--- config.mk ---
export PLATFORM = sky130hd
export DESIGN_NAME = branch_resolve_arbiter_flat
export DESIGN_NICKNAME = d
export VERILOG_FILES = /design/src/rtl/branch_resolve_arbiter_if.sv /design/src/rtl/branch_resolve_arbiter.sv /design/src/flat_wrapper.sv
export SDC_FILE = /design/constraint.sdc
export NUM_CORES = 1
export LEC_CHECK = 0
export BUFFER_PORTS_ARGS = -buffer_cell sky130_fd_sc_hd__buf_2
export CORE_AREA = 3 3 122 124
export DETAILED_ROUTE_END_ITERATION = 7
export DIE_AREA = 0 0 125 127
export MAX_ROUTING_LAYER = met4
export PLACE_DENSITY = 0.89
export RECOVER_POWER = 25
export SLEW_MARGIN = 30
export SYNTH_ARGS = -nofsm -noshare
export SYNTH_HDL_FRONTEND = slang
export SYNTH_SLANG_ARGS = --single-unit
--- constraint.sdc ---
create_clock -name clk -period 8.9 [get_ports clk]
set_input_delay 0.89 -clock clk [delete_from_list [all_inputs] [get_ports clk]]
set_output_delay 0.89 -clock clk [all_outputs]
set_load 0.01 [all_outputs]
--- src/rtl/branch_resolve_arbiter_if.sv ---
// Request/result bundle for the branch resolve arbiter.
// The slave modport faces the arbiter; the master modport faces the requesters and the consumer.
// With BR_ARB_STATS_EN defined, the resolved/mispredict counters are carried here as well.
interface branch_resolve_arbiter_if #(
    parameter int NUM_REQ = 2,
    parameter int TAG_W   = 4
);
    localparam int SRC_W = $clog2(NUM_REQ);

    logic                     flush;
    logic [NUM_REQ-1:0]       req_valid;
    logic [NUM_REQ-1:0]       req_ready;
    logic [NUM_REQ*32-1:0]    req_s1;
    logic [NUM_REQ*32-1:0]    req_s2;
    logic [NUM_REQ*3-1:0]     req_funct3;
    logic [NUM_REQ*32-1:0]    req_pc;
    logic [NUM_REQ*32-1:0]    req_imm;
    logic [NUM_REQ-1:0]       req_pred_taken;
    logic [NUM_REQ*TAG_W-1:0] req_tag;
    logic                     res_valid;
    logic                     res_ready;
    logic                     res_taken;
    logic [31:0]              res_target;
    logic                     res_mispredict;
    logic                     res_illegal;
    logic [TAG_W-1:0]         res_tag;
    logic [SRC_W-1:0]         res_src;
`ifdef BR_ARB_STATS_EN
    logic [31:0]              stat_resolved;
    logic [31:0]              stat_mispredict;
`endif

    modport slave (
        input  flush, req_valid, req_s1, req_s2, req_funct3, req_pc, req_imm,
               req_pred_taken, req_tag, res_ready,
        output req_ready, res_valid, res_taken, res_target, res_mispredict,
               res_illegal, res_tag, res_src
`ifdef BR_ARB_STATS_EN
        , output stat_resolved, stat_mispredict
`endif
    );

    modport master (
        output flush, req_valid, req_s1, req_s2, req_funct3, req_pc, req_imm,
               req_pred_taken, req_tag, res_ready,
        input  req_ready, res_valid, res_taken, res_target, res_mispredict,
               res_illegal, res_tag, res_src
`ifdef BR_ARB_STATS_EN
        , input stat_resolved, stat_mispredict
`endif
    );
endinterface

--- src/rtl/branch_resolve_arbiter.sv ---
// branch_resolve_arbiter: a single RV32I branch comparator shared round-robin between
// NUM_REQ requesters. The granted branch is resolved in the grant cycle and captured
// in a one-entry result register that has valid/ready backpressure.
// Optional feature macro: BR_ARB_STATS_EN adds resolved/mispredict counters.
module branch_resolve_arbiter #(
    parameter int NUM_REQ = 2,
    parameter int TAG_W   = 4
) (
    input logic clk,
    input logic rst,
    branch_resolve_arbiter_if.slave bus
);
    localparam int SRC_W = $clog2(NUM_REQ);

    logic               res_valid_q, res_valid_d;
    logic               res_taken_q, res_taken_d;
    logic [31:0]        res_target_q, res_target_d;
    logic               res_mispredict_q, res_mispredict_d;
    logic               res_illegal_q, res_illegal_d;
    logic [TAG_W-1:0]   res_tag_q, res_tag_d;
    logic [SRC_W-1:0]   res_src_q, res_src_d;
    logic [SRC_W-1:0]   rr_ptr_q, rr_ptr_d;
`ifdef BR_ARB_STATS_EN
    logic [31:0]        stat_resolved_q, stat_resolved_d;
    logic [31:0]        stat_mispredict_q, stat_mispredict_d;
`endif

    logic               slot_free, gnt_found, gnt_en;
    logic [SRC_W-1:0]   gnt_idx;
    logic [SRC_W:0]     scan;
    logic [NUM_REQ-1:0] req_ready_c;
    logic [31:0]        s1, s2, pc, imm;
    logic [2:0]         f3;
    logic               pred, taken, illegal;
    logic [TAG_W-1:0]   tag;

    // Round-robin pick: first valid requester at or after rr_ptr, wrapping upward.
    // Only valid bits and control feed this, never operands.
    always_comb begin
        slot_free = !res_valid_q || bus.res_ready;
        gnt_found = 1'b0;
        gnt_idx   = '0;
        scan      = '0;
        for (int k = 0; k < NUM_REQ; k++) begin
            scan = {1'b0, rr_ptr_q} + (SRC_W+1)'(k);
            if (scan >= (SRC_W+1)'(NUM_REQ)) scan = scan - (SRC_W+1)'(NUM_REQ);
            if (!gnt_found && bus.req_valid[scan[SRC_W-1:0]]) begin
                gnt_found = 1'b1;
                gnt_idx   = scan[SRC_W-1:0];
            end
        end
        gnt_en = gnt_found && slot_free && !bus.flush && !rst;
        for (int i = 0; i < NUM_REQ; i++)
            req_ready_c[i] = gnt_en && (gnt_idx == SRC_W'(i));
    end

    assign bus.req_ready = req_ready_c;

    // Steer the granted requester's operands into the shared comparator and resolve.
    always_comb begin
        s1 = '0; s2 = '0; pc = '0; imm = '0; f3 = '0; pred = 1'b0; tag = '0;
        for (int i = 0; i < NUM_REQ; i++) begin
            if (gnt_idx == SRC_W'(i)) begin
                s1   = bus.req_s1[i*32 +: 32];
                s2   = bus.req_s2[i*32 +: 32];
                pc   = bus.req_pc[i*32 +: 32];
                imm  = bus.req_imm[i*32 +: 32];
                f3   = bus.req_funct3[i*3 +: 3];
                pred = bus.req_pred_taken[i];
                tag  = bus.req_tag[i*TAG_W +: TAG_W];
            end
        end
        illegal = 1'b0;
        case (f3)
            3'b000:  taken = (s1 == s2);
            3'b001:  taken = (s1 != s2);
            3'b100:  taken = ($signed(s1) <  $signed(s2));
            3'b101:  taken = ($signed(s1) >= $signed(s2));
            3'b110:  taken = (s1 <  s2);
            3'b111:  taken = (s1 >= s2);
            default: begin taken = 1'b0; illegal = 1'b1; end
        endcase
    end

    // Next state of the result slot, rotation pointer and counters.
    always_comb begin
        res_valid_d      = res_valid_q;
        res_taken_d      = res_taken_q;
        res_target_d     = res_target_q;
        res_mispredict_d = res_mispredict_q;
        res_illegal_d    = res_illegal_q;
        res_tag_d        = res_tag_q;
        res_src_d        = res_src_q;
        rr_ptr_d         = rr_ptr_q;
`ifdef BR_ARB_STATS_EN
        stat_resolved_d   = stat_resolved_q;
        stat_mispredict_d = stat_mispredict_q;
        // flush discards rather than consumes
        if (res_valid_q && bus.res_ready && !bus.flush) begin
            stat_resolved_d = stat_resolved_q + 32'd1;
            if (res_mispredict_q) stat_mispredict_d = stat_mispredict_q + 32'd1;
        end
`endif
        if (bus.flush) begin
            res_valid_d = 1'b0;
        end else if (gnt_en) begin
            res_valid_d      = 1'b1;
            res_taken_d      = taken;
            res_target_d     = taken ? (pc + imm) : (pc + 32'd4);
            res_mispredict_d = (taken != pred);
            res_illegal_d    = illegal;
            res_tag_d        = tag;
            res_src_d        = gnt_idx;
        end else if (res_valid_q && bus.res_ready) begin
            res_valid_d = 1'b0;
        end
        if (gnt_en)
            rr_ptr_d = (gnt_idx == SRC_W'(NUM_REQ-1)) ? '0 : SRC_W'(gnt_idx + 1'b1);
    end

    // State registers; reset drops any pending result.
    always_ff @(posedge clk) begin
        if (rst) begin
            res_valid_q      <= 1'b0;
            res_taken_q      <= 1'b0;
            res_target_q     <= '0;
            res_mispredict_q <= 1'b0;
            res_illegal_q    <= 1'b0;
            res_tag_q        <= '0;
            res_src_q        <= '0;
            rr_ptr_q         <= '0;
`ifdef BR_ARB_STATS_EN
            stat_resolved_q   <= '0;
            stat_mispredict_q <= '0;
`endif
        end else begin
            res_valid_q      <= res_valid_d;
            res_taken_q      <= res_taken_d;
            res_target_q     <= res_target_d;
            res_mispredict_q <= res_mispredict_d;
            res_illegal_q    <= res_illegal_d;
            res_tag_q        <= res_tag_d;
            res_src_q        <= res_src_d;
            rr_ptr_q         <= rr_ptr_d;
`ifdef BR_ARB_STATS_EN
            stat_resolved_q   <= stat_resolved_d;
            stat_mispredict_q <= stat_mispredict_d;
`endif
        end
    end

    assign bus.res_valid      = res_valid_q;
    assign bus.res_taken      = res_taken_q;
    assign bus.res_target     = res_target_q;
    assign bus.res_mispredict = res_mispredict_q;
    assign bus.res_illegal    = res_illegal_q;
    assign bus.res_tag        = res_tag_q;
    assign bus.res_src        = res_src_q;
`ifdef BR_ARB_STATS_EN
    assign bus.stat_resolved   = stat_resolved_q;
    assign bus.stat_mispredict = stat_mispredict_q;
`endif
endmodule

--- src/flat_wrapper.sv ---
// flat-port wrapper written by rule: the top's interface ports become plain ports
module branch_resolve_arbiter_flat 
#(
    parameter int NUM_REQ = 2,
    parameter int TAG_W   = 4
)
  (clk, rst, bus_flush, bus_req_valid, bus_req_s1, bus_req_s2, bus_req_funct3, bus_req_pc, bus_req_imm, bus_req_pred_taken, bus_req_tag, bus_res_ready, bus_req_ready, bus_res_valid, bus_res_taken, bus_res_target, bus_res_mispredict, bus_res_illegal, bus_res_tag, bus_res_src);
  branch_resolve_arbiter_if #(.NUM_REQ(NUM_REQ), .TAG_W(TAG_W)) bus_i ();
  input logic clk;
  input logic rst;
  input wire logic [$bits(bus_i.flush)-1:0] bus_flush;
  input wire logic [$bits(bus_i.req_valid)-1:0] bus_req_valid;
  input wire logic [$bits(bus_i.req_s1)-1:0] bus_req_s1;
  input wire logic [$bits(bus_i.req_s2)-1:0] bus_req_s2;
  input wire logic [$bits(bus_i.req_funct3)-1:0] bus_req_funct3;
  input wire logic [$bits(bus_i.req_pc)-1:0] bus_req_pc;
  input wire logic [$bits(bus_i.req_imm)-1:0] bus_req_imm;
  input wire logic [$bits(bus_i.req_pred_taken)-1:0] bus_req_pred_taken;
  input wire logic [$bits(bus_i.req_tag)-1:0] bus_req_tag;
  input wire logic [$bits(bus_i.res_ready)-1:0] bus_res_ready;
  output wire logic [$bits(bus_i.req_ready)-1:0] bus_req_ready;
  output wire logic [$bits(bus_i.res_valid)-1:0] bus_res_valid;
  output wire logic [$bits(bus_i.res_taken)-1:0] bus_res_taken;
  output wire logic [$bits(bus_i.res_target)-1:0] bus_res_target;
  output wire logic [$bits(bus_i.res_mispredict)-1:0] bus_res_mispredict;
  output wire logic [$bits(bus_i.res_illegal)-1:0] bus_res_illegal;
  output wire logic [$bits(bus_i.res_tag)-1:0] bus_res_tag;
  output wire logic [$bits(bus_i.res_src)-1:0] bus_res_src;
  assign bus_i.flush = bus_flush;
  assign bus_i.req_valid = bus_req_valid;
  assign bus_i.req_s1 = bus_req_s1;
  assign bus_i.req_s2 = bus_req_s2;
  assign bus_i.req_funct3 = bus_req_funct3;
  assign bus_i.req_pc = bus_req_pc;
  assign bus_i.req_imm = bus_req_imm;
  assign bus_i.req_pred_taken = bus_req_pred_taken;
  assign bus_i.req_tag = bus_req_tag;
  assign bus_i.res_ready = bus_res_ready;
  assign bus_req_ready = bus_i.req_ready;
  assign bus_res_valid = bus_i.res_valid;
  assign bus_res_taken = bus_i.res_taken;
  assign bus_res_target = bus_i.res_target;
  assign bus_res_mispredict = bus_i.res_mispredict;
  assign bus_res_illegal = bus_i.res_illegal;
  assign bus_res_tag = bus_i.res_tag;
  assign bus_res_src = bus_i.res_src;
  branch_resolve_arbiter #(.NUM_REQ(NUM_REQ), .TAG_W(TAG_W)) u_core (.clk(clk), .rst(rst), .bus(bus_i));
endmodule
==> impl_metrics.ini <==
[logic_synthesis]
synth.area.top_cells = nand2_1, dfxtp_1, ha_1
yosysWarnings = 0
synth-seq-area-share_pct = 13.08
ys_types = 69
yosysMostFrequentCell = nand2_1
syn_inst = 962
synthFlopType = dfxtp_1
syn_nets = 1305
ys_top_cells_by_count = nand2_1, nor2_1, ha_1, mux2i_1
synth.avg_cell_area_um2 = 6.683
synth-edff-count = 0
yosys.area.top_type_share_pct = 16.23
ys_ff_latch = 42
syn_area_um2 = 6429
yosysTopAreaCell = nand2_1
async_flop_share_pct = 0

[die]
initial_core_util_pct = 46.31
pin_count = 321
die_x_um = 125
rows = 43
die_y_um = 127
dieArea_um2 = 15880
core_area_um2 = 13880

[cts]
root_buffer = clkbuf_16
holdBufCountCts = 0
cts_buffers = 5
path_clk_slew_ns = 0.06
cts_buffer_depth = 2
cts.sinks = 42
ctsHtreeMaxLevel = 2
cts_resized = 0
cts_tree = built
clk_latency_ns = 0.28
cts_setup_buffers = 0

[detailed_routing]
firstDrtPassIters = 5
drtAntennaViolNets = 0
drt-total-wl_mm = 22.55
remaining_drc_errors = 0
viasPerCell = 5.511
via_count = 7858
post_drt_wl_per_cell_um = 15.81
drt_iter0_markers = 728

[setup_path]
r2r_start = u_core.rr_ptr_q
worstRegToRegCells = 14
worstSetupEndpointType = register
critPathLaunchType = input port
path_class = input port to register
r2r_slack_ns = 3.86
required_ns = 9.09
r2r-end = u_core.bus.res_target[10]
worstPathArrival_ns = 5.78
cp_max_fo = 49

[cells_and_area]
diodes = 0
nNetsFinal = 1588
syn_to_final_growth_pct = 27.75
drive_above_1_share_pct = 26.73

[global_route]
grt_pass1_wl_mm = 34.76
first_global_vias = 7180
antenna_found_initial = 0
overflow = 0
grt_max_degree = 105
grt_usage_pct = 26.71

[power]
leakage_nw = 4.391
cellPowerDensity_nw_per_um2 = 115.4
p_total_mw = 0.9475
peakVddDrop_uv = 63.10

[timing]
worstMarginPinSlew_ns = 0.9465
clock_skew_ns = 0.003966
hold_viol_final = 0
timing.final.max_slew_violations = 0
post-route-min-period_ns = 5.592
timing.fmax_mhz = 178.8
tns_ns = 0
final.period_utilization_pct = 62.83
slew_headroom_pct = 36.90
rsz0062_at_grt = false
setup_viol = 0

[worst_hold_path]
hp-start = u_core.bus.res_taken
whs_endpoint = u_core.bus.res_taken
hold_path_class = register to register
whs_path_depth = 2

[run_status]
status = finished clean

[run]
cap_violations = 0

[placement]
port_buffers = 320
gp_congestion = 1.012
dp_hpwl_mm = 18.43
## worst max-delay path, stage by stage
cell	delay [ns]
clkbuf_1	0.45
inv_1	0.47
nor2_4	0.20
buf_4	0.48
mux2i_1	0.17
ha_1	0.38
nand4_1	0.19
nor4_2	0.40
nand3_1	0.20
or3_1	0.34
a32oi_1	0.19
o21ai_1	0.13
or2_2	0.65
and3_1	0.35
nor4_1	0.22
## cells by family after synthesis
group / count (synthesis) / synth area share [%]
AOI/OAI and AO/OA: 177 / 18.72
adders and majority gates: 65 / 12.77
muxes: 61 / 9.673
buffers and inverters: 84 / 5.625
xor gates and xnor gates: 53 / 7.221
and+or+nand+nor: 480 / 32.91
DFF: 42 / 13.08
## sequential cells by signal (all words and copies together), names as in the netlist
| signal | cells |
|---|---|
| u_core.bus.res_target | 32 |
| u_core.bus.res_tag | 4 |
| u_core.bus.res_illegal | 1 |
| u_core.bus.res_mispredict | 1 |
| u_core.bus.res_src | 1 |
| u_core.bus.res_taken | 1 |
| u_core.bus.res_valid | 1 |
| u_core.rr_ptr_q | 1 |
## layer usage
metal / global-route usage, % / up-vias / part of all wire [%] / wire [um]
li1: - / 3938 / - / -
met5: - / - / 0 / 0
met3: 2.885 / 38 / 6.1 / 1381
met4: 6.824 / 0 / 2.3 / 522
met2: 45.59 / 294 / 49 / 11090
met1: 34.02 / 3588 / 42 / 9550
## cells in the final DEF, fill, tap and decap left out, types with 10 or more instances in the layout
master,count
a31oi_1,12
xor2_1,11
clkbuf_1,21
a311oi_1,12
and3_1,12
inv_1,34
xnor2_1,42
ha_1,64
a21oi_1,41
a21o_1,13
nand4_1,12
o21ai_0,40
nor3_1,27
buf_2,299
mux2i_1,58
dfxtp_1,42
nor2_1,65
nand2_1,278
nand2b_1,10
nand3_1,32
## report_power, final
group	leakage, nW	total (mW)	internal [mW]	switching [mW]
logic	3.97	0.544	0.230	0.314
clock network	0.0729	0.188	0.111	0.0767
registers	0.345	0.215	0.205	0.0107
## how the worst max path moves through the flow
| stage | slack (ns) | cells after the start | to | start |
|---|---|---|---|---|
| 2_1_floorplan | 3.76 | 20 | u_core.bus.res_target[23] | bus_req_valid[0] |
| 3_3_place_gp | 3.43 | 15 | u_core.bus.res_target[24] | bus_req_valid[0] |
| 3_5_place_dp | 3.29 | 15 | u_core.bus.res_target[10] | bus_req_valid[0] |
| 4_1_cts | 3.57 | 15 | u_core.bus.res_target[10] | bus_req_valid[0] |
| 5_1_grt | 2.97 | 15 | u_core.bus.res_target[2] | bus_req_valid[1] |
| 6_report | 3.31 | 15 | u_core.bus.res_target[2] | bus_req_valid[1] |
## cell type report
cell class,count,area (um2)
Fill cell,1309,5668
Clock inverter,2,12.51
Sequential cell,42,840.8
Multi-Input combinational cell,836,5248
Tap cell,180,225.2
Clock buffer,6,138.9
Timing Repair Buffer,326,1620
Inverter,34,127.6
## metrics by stage
stage	setup slack, ns	util [%]	instance area, um2	hold WS, ns	std cells
3_5_place_dp	3.285	58.27	8088	0.4486	1418
6_report	3.308	59.17	8213	0.4608	1426
4_1_cts	3.571	59.36	8239	0.4572	1426
3_3_place_gp	3.434	58.25	8085	0.4461	1418
5_1_grt	2.967	59.17	8213	0.4848	1426
2_1_floorplan	3.764	-	6429	0.4720	962
(Power assumes the default switching activity.)
